<file path="config.mk">
export PLATFORM = sky130hd
export DESIGN_NAME = result_arbiter_flat
export DESIGN_NICKNAME = d
export VERILOG_FILES = /design/src/rtl/result_arbiter_pkg.sv /design/src/rtl/result_arbiter_if.sv /design/src/rtl/result_arb_queue.sv /design/src/rtl/result_arbiter.sv /design/src/flat_wrapper.sv
export SDC_FILE = /design/constraint.sdc
export NUM_CORES = 1
export LEC_CHECK = 0
export ABC_AREA = 1
export CORE_ASPECT_RATIO = 0.5
export CORE_MARGIN = 4
export CORE_UTILIZATION = 50
export CTS_BUF_LIST = sky130_fd_sc_hd__clkbuf_16
export CTS_CLUSTER_SIZE = 16
export DETAILED_ROUTE_END_ITERATION = 10
export PLACE_DENSITY = 0.78
export SETUP_SLACK_MARGIN = 0.05
export SYNTH_ARGS = -nofsm -noshare
export SYNTH_HDL_FRONTEND = slang
export SYNTH_SLANG_ARGS = --single-unit
</file>
<file path="constraint.sdc">
create_clock -name clock -period 4.5 [get_ports clock]
set_clock_uncertainty 0.1 [all_clocks]
set_input_delay 0.675 -clock clock [delete_from_list [all_inputs] [get_ports clock]]
set_output_delay 0.675 -clock clock [all_outputs]
set_load 0.05 [all_outputs]
</file>
<file path="src/rtl/result_arbiter_pkg.sv">
// Shared constants and helpers for the result-FIFO write-port arbiter.
package result_arbiter_pkg;

  // Requester slots on the shared result port
  localparam int REQ_DDS      = 0;
  localparam int REQ_SPI      = 1;
  localparam int REQ_LOOPBACK = 2;

  localparam int N_REQ_DEF        = 3;
  localparam int RESULT_WIDTH_DEF = 32;
  localparam int QUEUE_DEPTH_DEF  = 4;

  // Index width that stays legal (>=1) for a single-entry range
  function automatic int idx_w(input int n);
    return (n > 1) ? $clog2(n) : 1;
  endfunction

endpackage

</file>
<file path="src/rtl/result_arbiter_if.sv">
// Bus bundle between requesters / result FIFO and the arbiter.
// RESULT_ARBITER_DBG_EN adds the debug counter outputs.
interface result_arbiter_if #(
  parameter int N_REQ        = 3,
  parameter int RESULT_WIDTH = 32
);
  logic                          flush;
  logic [N_REQ-1:0]              req_wr_en;
  logic [N_REQ*RESULT_WIDTH-1:0] req_data;
  logic                          fifo_full;
  logic [RESULT_WIDTH-1:0]       result_data;
  logic                          result_wr_en;
  logic [N_REQ-1:0]              pending;
  logic                          idle;
  logic                          overflow;
  logic [N_REQ-1:0]              overflow_src;
  logic                          clear_overflow;
`ifdef RESULT_ARBITER_DBG_EN
  logic [N_REQ*32-1:0]           dbg_grant_count;
  logic [31:0]                   dbg_drop_count;
`endif

  // Arbiter side
  modport slave (
`ifdef RESULT_ARBITER_DBG_EN
    output dbg_grant_count, dbg_drop_count,
`endif
    input  flush, req_wr_en, req_data, fifo_full, clear_overflow,
    output result_data, result_wr_en, pending, idle, overflow, overflow_src
  );

  // Requester / FIFO side
  modport master (
`ifdef RESULT_ARBITER_DBG_EN
    input  dbg_grant_count, dbg_drop_count,
`endif
    output flush, req_wr_en, req_data, fifo_full, clear_overflow,
    input  result_data, result_wr_en, pending, idle, overflow, overflow_src
  );
endinterface

</file>
<file path="src/rtl/result_arb_queue.sv">
// Small per-requester synchronous FIFO; head is readable combinationally.
// The caller must not push when full unless it pops in the same cycle,
// and must not pop when empty.
module result_arb_queue
  import result_arbiter_pkg::*;
#(
  parameter int WIDTH = 32,
  parameter int DEPTH = 4
) (
  input  logic             clock,
  input  logic             resetn,
  input  logic             flush_i,
  input  logic             push_i,
  input  logic             pop_i,
  input  logic [WIDTH-1:0] data_i,
  output logic [WIDTH-1:0] head_o,
  output logic             full_o,
  output logic             empty_o
);
  localparam int AW = idx_w(DEPTH);

  logic [WIDTH-1:0] mem_q [DEPTH];
  logic [AW:0]      wptr_q, rptr_q;

  // Extra pointer bit separates full from empty
  assign empty_o = (wptr_q == rptr_q);
  assign full_o  = (wptr_q[AW] != rptr_q[AW]) && (wptr_q[AW-1:0] == rptr_q[AW-1:0]);
  assign head_o  = mem_q[rptr_q[AW-1:0]];

  // Pointer update; flush discards all stored words
  always_ff @(posedge clock or negedge resetn) begin
    if (!resetn) begin
      wptr_q <= '0;
      rptr_q <= '0;
    end else if (flush_i) begin
      wptr_q <= '0;
      rptr_q <= '0;
    end else begin
      if (push_i) wptr_q <= wptr_q + 1'b1;
      if (pop_i)  rptr_q <= rptr_q + 1'b1;
    end
  end

  // Storage write; the head is read before this edge, so push+pop on full is safe
  always_ff @(posedge clock) begin
    if (push_i && !flush_i) mem_q[wptr_q[AW-1:0]] <= data_i;
  end
endmodule

</file>
<file path="src/rtl/result_arbiter.sv">
// Round-robin arbiter sharing the result-FIFO write port between requesters.
// Each requester has a private queue; drops set sticky overflow flags.
// Define RESULT_ARBITER_DBG_EN for per-requester grant and total drop counters.
module result_arbiter
  import result_arbiter_pkg::*;
#(
  parameter int N_REQ        = N_REQ_DEF,
  parameter int RESULT_WIDTH = RESULT_WIDTH_DEF,
  parameter int QUEUE_DEPTH  = QUEUE_DEPTH_DEF
) (
  input  logic              clock,
  input  logic              resetn,
  result_arbiter_if.slave   bus
);
  localparam int IW = idx_w(N_REQ);

  logic [N_REQ-1:0]                   full, empty, pop, push, drop;
  logic [N_REQ-1:0][RESULT_WIDTH-1:0] head;
  logic [IW-1:0]                      last_grant_q, last_grant_d, gnt_idx;
  logic [N_REQ-1:0]                   ovf_src_q, ovf_src_d;
  logic                               wr_en;
  int                                 cand;

  for (genvar i = 0; i < N_REQ; i++) begin : g_q
    // Push accepted if there is room, or room is made by this cycle's pop
    assign pop[i]  = wr_en & (gnt_idx == IW'(i));
    assign push[i] = bus.req_wr_en[i] & (~full[i] | pop[i]);
    assign drop[i] = bus.req_wr_en[i] & full[i] & ~pop[i];

    result_arb_queue #(.WIDTH(RESULT_WIDTH), .DEPTH(QUEUE_DEPTH)) u_q (
      .clock   (clock),
      .resetn  (resetn),
      .flush_i (bus.flush),
      .push_i  (push[i]),
      .pop_i   (pop[i]),
      .data_i  (bus.req_data[i*RESULT_WIDTH +: RESULT_WIDTH]),
      .head_o  (head[i]),
      .full_o  (full[i]),
      .empty_o (empty[i])
    );
  end

  // Round-robin pick: scan from farthest to nearest so the nearest
  // non-empty queue after last_grant is the final assignment
  always_comb begin
    gnt_idx = '0;
    cand    = 0;
    for (int off = N_REQ; off >= 1; off--) begin
      cand = (int'(last_grant_q) + off) % N_REQ;
      if (!empty[IW'(cand)]) gnt_idx = IW'(cand);
    end
  end

  // fifo_full gates the strobe combinationally; the FIFO registers it
  assign wr_en            = ~(&empty) & ~bus.fifo_full;
  assign bus.result_wr_en = wr_en;
  assign bus.result_data  = wr_en ? head[gnt_idx] : '0;
  assign bus.pending      = ~empty;
  assign bus.idle         = &empty;
  assign bus.overflow     = |ovf_src_q;
  assign bus.overflow_src = ovf_src_q;

  // Next-state: a drop beats a coincident clear
  always_comb begin
    last_grant_d = last_grant_q;
    ovf_src_d    = ovf_src_q;
    if (bus.flush) begin
      last_grant_d = IW'(N_REQ - 1);
      ovf_src_d    = '0;
    end else begin
      if (wr_en) last_grant_d = gnt_idx;
      ovf_src_d = (bus.clear_overflow ? '0 : ovf_src_q) | drop;
    end
  end

  // Grant pointer and sticky flags; last_grant starts at N_REQ-1 so 0 wins first
  always_ff @(posedge clock or negedge resetn) begin
    if (!resetn) begin
      last_grant_q <= IW'(N_REQ - 1);
      ovf_src_q    <= '0;
    end else begin
      last_grant_q <= last_grant_d;
      ovf_src_q    <= ovf_src_d;
    end
  end

`ifdef RESULT_ARBITER_DBG_EN
  logic [N_REQ-1:0][31:0] gcnt_q;
  logic [31:0]            dcnt_q, ndrop;

  // Number of words dropped this cycle
  always_comb begin
    ndrop = '0;
    for (int i = 0; i < N_REQ; i++) ndrop = ndrop + {31'b0, drop[i]};
  end

  // Free-running wrap-around counters, untouched by clear_overflow
  always_ff @(posedge clock or negedge resetn) begin
    if (!resetn) begin
      gcnt_q <= '0;
      dcnt_q <= '0;
    end else if (bus.flush) begin
      gcnt_q <= '0;
      dcnt_q <= '0;
    end else begin
      for (int i = 0; i < N_REQ; i++)
        if (pop[i]) gcnt_q[i] <= gcnt_q[i] + 32'd1;
      dcnt_q <= dcnt_q + ndrop;
    end
  end

  assign bus.dbg_grant_count = gcnt_q;
  assign bus.dbg_drop_count  = dcnt_q;
`endif
endmodule

</file>
<file path="src/flat_wrapper.sv">
// flat-port wrapper written by rule: the top's interface ports become plain ports
module result_arbiter_flat import result_arbiter_pkg::*;
#(
  parameter int N_REQ        = N_REQ_DEF,
  parameter int RESULT_WIDTH = RESULT_WIDTH_DEF,
  parameter int QUEUE_DEPTH  = QUEUE_DEPTH_DEF
)
  (clock, resetn, bus_flush, bus_req_wr_en, bus_req_data, bus_fifo_full, bus_clear_overflow, bus_result_data, bus_result_wr_en, bus_pending, bus_idle, bus_overflow, bus_overflow_src);
  result_arbiter_if #(.N_REQ(N_REQ), .RESULT_WIDTH(RESULT_WIDTH)) bus_i ();
  input  logic clock;
  input  logic resetn;
  input wire logic [$bits(bus_i.flush)-1:0] bus_flush;
  input wire logic [$bits(bus_i.req_wr_en)-1:0] bus_req_wr_en;
  input wire logic [$bits(bus_i.req_data)-1:0] bus_req_data;
  input wire logic [$bits(bus_i.fifo_full)-1:0] bus_fifo_full;
  input wire logic [$bits(bus_i.clear_overflow)-1:0] bus_clear_overflow;
  output wire logic [$bits(bus_i.result_data)-1:0] bus_result_data;
  output wire logic [$bits(bus_i.result_wr_en)-1:0] bus_result_wr_en;
  output wire logic [$bits(bus_i.pending)-1:0] bus_pending;
  output wire logic [$bits(bus_i.idle)-1:0] bus_idle;
  output wire logic [$bits(bus_i.overflow)-1:0] bus_overflow;
  output wire logic [$bits(bus_i.overflow_src)-1:0] bus_overflow_src;
  assign bus_i.flush = bus_flush;
  assign bus_i.req_wr_en = bus_req_wr_en;
  assign bus_i.req_data = bus_req_data;
  assign bus_i.fifo_full = bus_fifo_full;
  assign bus_i.clear_overflow = bus_clear_overflow;
  assign bus_result_data = bus_i.result_data;
  assign bus_result_wr_en = bus_i.result_wr_en;
  assign bus_pending = bus_i.pending;
  assign bus_idle = bus_i.idle;
  assign bus_overflow = bus_i.overflow;
  assign bus_overflow_src = bus_i.overflow_src;
  result_arbiter #(.N_REQ(N_REQ), .RESULT_WIDTH(RESULT_WIDTH), .QUEUE_DEPTH(QUEUE_DEPTH)) u_core (.clock(clock), .resetn(resetn), .bus(bus_i));
endmodule
</file>
==> impl_metrics.ini <==
[outcome]
status = complete, no violations

[yosys]
yosysWarnings = 0
async_reset_ff_share_pct = 5.65
netlist_area_um2 = 16700
ys_ff_latch = 407
ys_types = 32
syn_avg_cell_area_um2 = 12.7
synth_edf_count = 384
syn_inst = 1321
yosysSeqAreaShare_pct = 72.4
ys.flop_type = edfxtp_1
synth_nets = 1442

[critical_path]
cp.depth = 12
regToRegStartpoint = u_core.last_grant_q[1]
cp-startpoint = u_core.last_grant_q[1]
cp.arrival_ns = 3.61
endpoint = bus_result_data[31]
crit_type = register to primary output
endpoint_kind = primary output
rr_endpoint = u_core.g_q[1].u_q.mem_q[3][27]
path_buf_inv = 3
critPathMaxFanout = 18
crit_chain = ha_1 > inv_1 > nand4_1 > nand3_1 > nand2_1 > inv_2 > nand3_1 > nand3_4 > o21ai_0 > o21ai_0 > nand2_1 > buf_12
path_delay_family = simple AND/OR/NAND/NOR gates
rrSetupSlack_ns = 1.00
rr_worst_depth = 11
cp_slowest_cell = dfstp_2
cp_slowest_stage_delay_ns = 0.54
cp-start-kind = register
crit_required_ns = 3.72

[routing]
first_iter_violations = 1511
via_per_inst = 5.92
ant_nets = 0
firstDrtPassIters = 5
drc = 0
totalWireLength_um = 42200
vias = 11400
wl_per_cell_um = 21.9

[finish]
nets = 1573
fillCellCount = 2330
area_growth_syn_to_layout_pct = 20.0
drive_above_1_share_pct = 11.0

[clock_network]
clk_path_buf_depth = 3
cts_tree = yes
clkLatencyLatePin_ns = 0.53
cts_buffers = 36
postCtsSetupBuffers = 0
hold_buffers = 0
clk_pin_slew_ns = 0.06
htreeDepth = 2
cts.sinks = 407
cts_root_buffer = clkbuf_16

[floorplanning]
die_y_um = 137
dieArea_um2 = 36600
die_w_um = 267
io_pins = 145
initial_core_util_pct = 50.7
rows = 47
fp.coreArea_um2 = 33000

[sta]
fin_crit_sh_pct = 97.4
hold_violations = 0
rsz0062_at_grt = true
tightestPinTransition_ns = 1.23
period_needed_ns = 4.38
relSlewSlack_pct = 17.5
setup_ws_ns = 0.117
setup_viol = 0
fmax_mhz = 228
tns_ns = 0
drv_slew = 0

[power_and_ir_drop]
peakVddDrop_v = 0.000714
static-leakage-power_nw = 7.30
p_per_area_nw_per_um2 = 721

[placed_design]
place_ws_ns = 0.607
post-dp-hpwl_um = 26500
gp_congestion = 0.871
place.port_buffers = 144

[global_route]
grt_overflow_total = 0
grt_max_degree = 67
grt_use_total_pct = 22.3
antenna_found_initial = 5
grt_pass1_vias = 10800
grt_pass1_wl_um = 62700

[run]
max_cap_violations = 0

[hold_path]
hp-class = register to register
==> cells by family (layout without fill, tap and decap cells) <==
logic type / after synthesis / count (layout) / synth area share [%]
other: 0 / 5 / 0
and+or+nand+nor: 468 / 469 / 11.6
xor gates and xnor gates: 6 / 6 / 0.359
AOI/OAI and AO/OA: 301 / 301 / 11.2
adders and majority gates: 17 / 17 / 1.27
DFF: 407 / 407 / 72.4
buffers and inverters: 122 / 278 / 3.17
==> cells in the mapped netlist (2+ instances only) <==
library cell / n / share of area (%)
xor2_1: 5 / 0.26
edfxtp_1: 384 / 69
nand3_1: 27 / 0.81
o21ai_2: 11 / 0.58
inv_1: 33 / 0.74
buf_2: 2 / 0.060
nor2_8: 2 / 0.24
o21ai_0: 74 / 2.2
a21oi_1: 67 / 2.0
buf_1: 6 / 0.13
nand2_2: 5 / 0.19
nand3_2: 6 / 0.36
buf_6: 7 / 0.47
clkbuf_1: 58 / 1.3
inv_2: 11 / 0.25
inv_4: 2 / 0.075
dfrtp_1: 22 / 3.3
a32o_1: 32 / 1.9
a32oi_1: 32 / 1.7
nor2_1: 85 / 1.9
o21ai_1: 50 / 1.5
ha_1: 17 / 1.3
nand2_1: 325 / 7.3
nand4_1: 15 / 0.56
o22ai_1: 34 / 1.3
buf_4: 3 / 0.13
==> metal layers <==
layer	share of wire, %	global-route usage [%]
met1	40	29.6
met2	49	37.4
met5	0	0
met3	8.4	4.87
met4	3.1	7.09
==> metrics by stage <==
step | cell area, um^2 | power, W | hold WS [ns] | cells | util (%)
3_5_place_dp | 19000 | 0.0116 | 0.446 | 1854 | 57.5
5_1_grt | 20100 | 0.0150 | 0.481 | 1924 | 60.8
3_3_place_gp | 19000 | 0.0114 | 0.426 | 1854 | 57.5
4_1_cts | 20000 | 0.0144 | 0.458 | 1919 | 60.8
6_report | 20100 | 0.0145 | 0.458 | 1924 | 60.8
2_1_floorplan | 16700 | 0.00845 | 0.279 | 1321 | -
==> cell type report <==
class	instances	area, um^2	area share [%]
Sequential cell	407	12100	60.4
Multi-Input combinational cell	793	4130	20.6
Timing Repair Buffer	168	2030	10.1
Clock buffer	37	926	4.61
Tap cell	441	552	2.75
Inverter	46	178	0.885
Clock inverter	27	128	0.636
Antenna cell	5	12.5	0.0623
==> sequential cells by signal (all words and copies together) (netlist names) <==
name / cells
u_core.bus.overflow_src: 3
u_core.g_q.u_q.mem_q: 384
u_core.g_q.u_q.rptr_q: 9
u_core.g_q.u_q.wptr_q: 9
u_core.last_grant_q: 2
==> cells in the final DEF (no fill, tap or decap), types with 27 or more instances in the layout <==
cell / n
edfxtp_1: 384
nand2_1: 325
clkdlybuf4s50_1: 112
nor2_1: 73
o21ai_0: 73
a21oi_1: 67
o21ai_1: 51
inv_1: 43
buf_12: 39
clkbuf_16: 37
o22ai_1: 34
a32oi_1: 32
a32o_1: 32
nand3_1: 27
==> power by group <==
group          internal, W  switching [W]  total [W]
Clock              0.00150        0.00131    0.00281
Combinational      0.00256        0.00473    0.00729
Sequential         0.00428      0.0000867    0.00437
==> worst register-to-register path: cells and delay by family, from the launching register on <==
kind	cells	cell delay [ns]
buffers and inverters	2	0.42
flip-flops	1	0.54
AND/OR/NAND/NOR	8	1.79
adder cells (fa/ha/maj)	1	0.31
==> worst min-delay path by stage <==
stage | start | endpoint | slack [ns] | depth (start not counted)
global route | u_core.bus.overflow_src[0] | u_core.bus.overflow_src[0] | 0.48 | 2
floorplan | resetn | u_core.bus.overflow_src[0] | 0.28 | 0
finish | u_core.bus.overflow_src[0] | u_core.bus.overflow_src[0] | 0.46 | 2
CTS | u_core.bus.overflow_src[0] | u_core.bus.overflow_src[0] | 0.46 | 2
global placement | u_core.g_q[0].u_q.rptr_q[0] | u_core.g_q[0].u_q.rptr_q[0] | 0.43 | 2
detailed placement | u_core.g_q[0].u_q.rptr_q[0] | u_core.g_q[0].u_q.rptr_q[0] | 0.45 | 2
==> timing repair <==
item                       CTS  global route
cloned                       1             0
setup endpoints to repair    1             6
hold endpoints to repair     0             0
gates resized for setup      0             3
pin swaps                    1             0
Note: power is estimated with default switching activity, not from simulation.
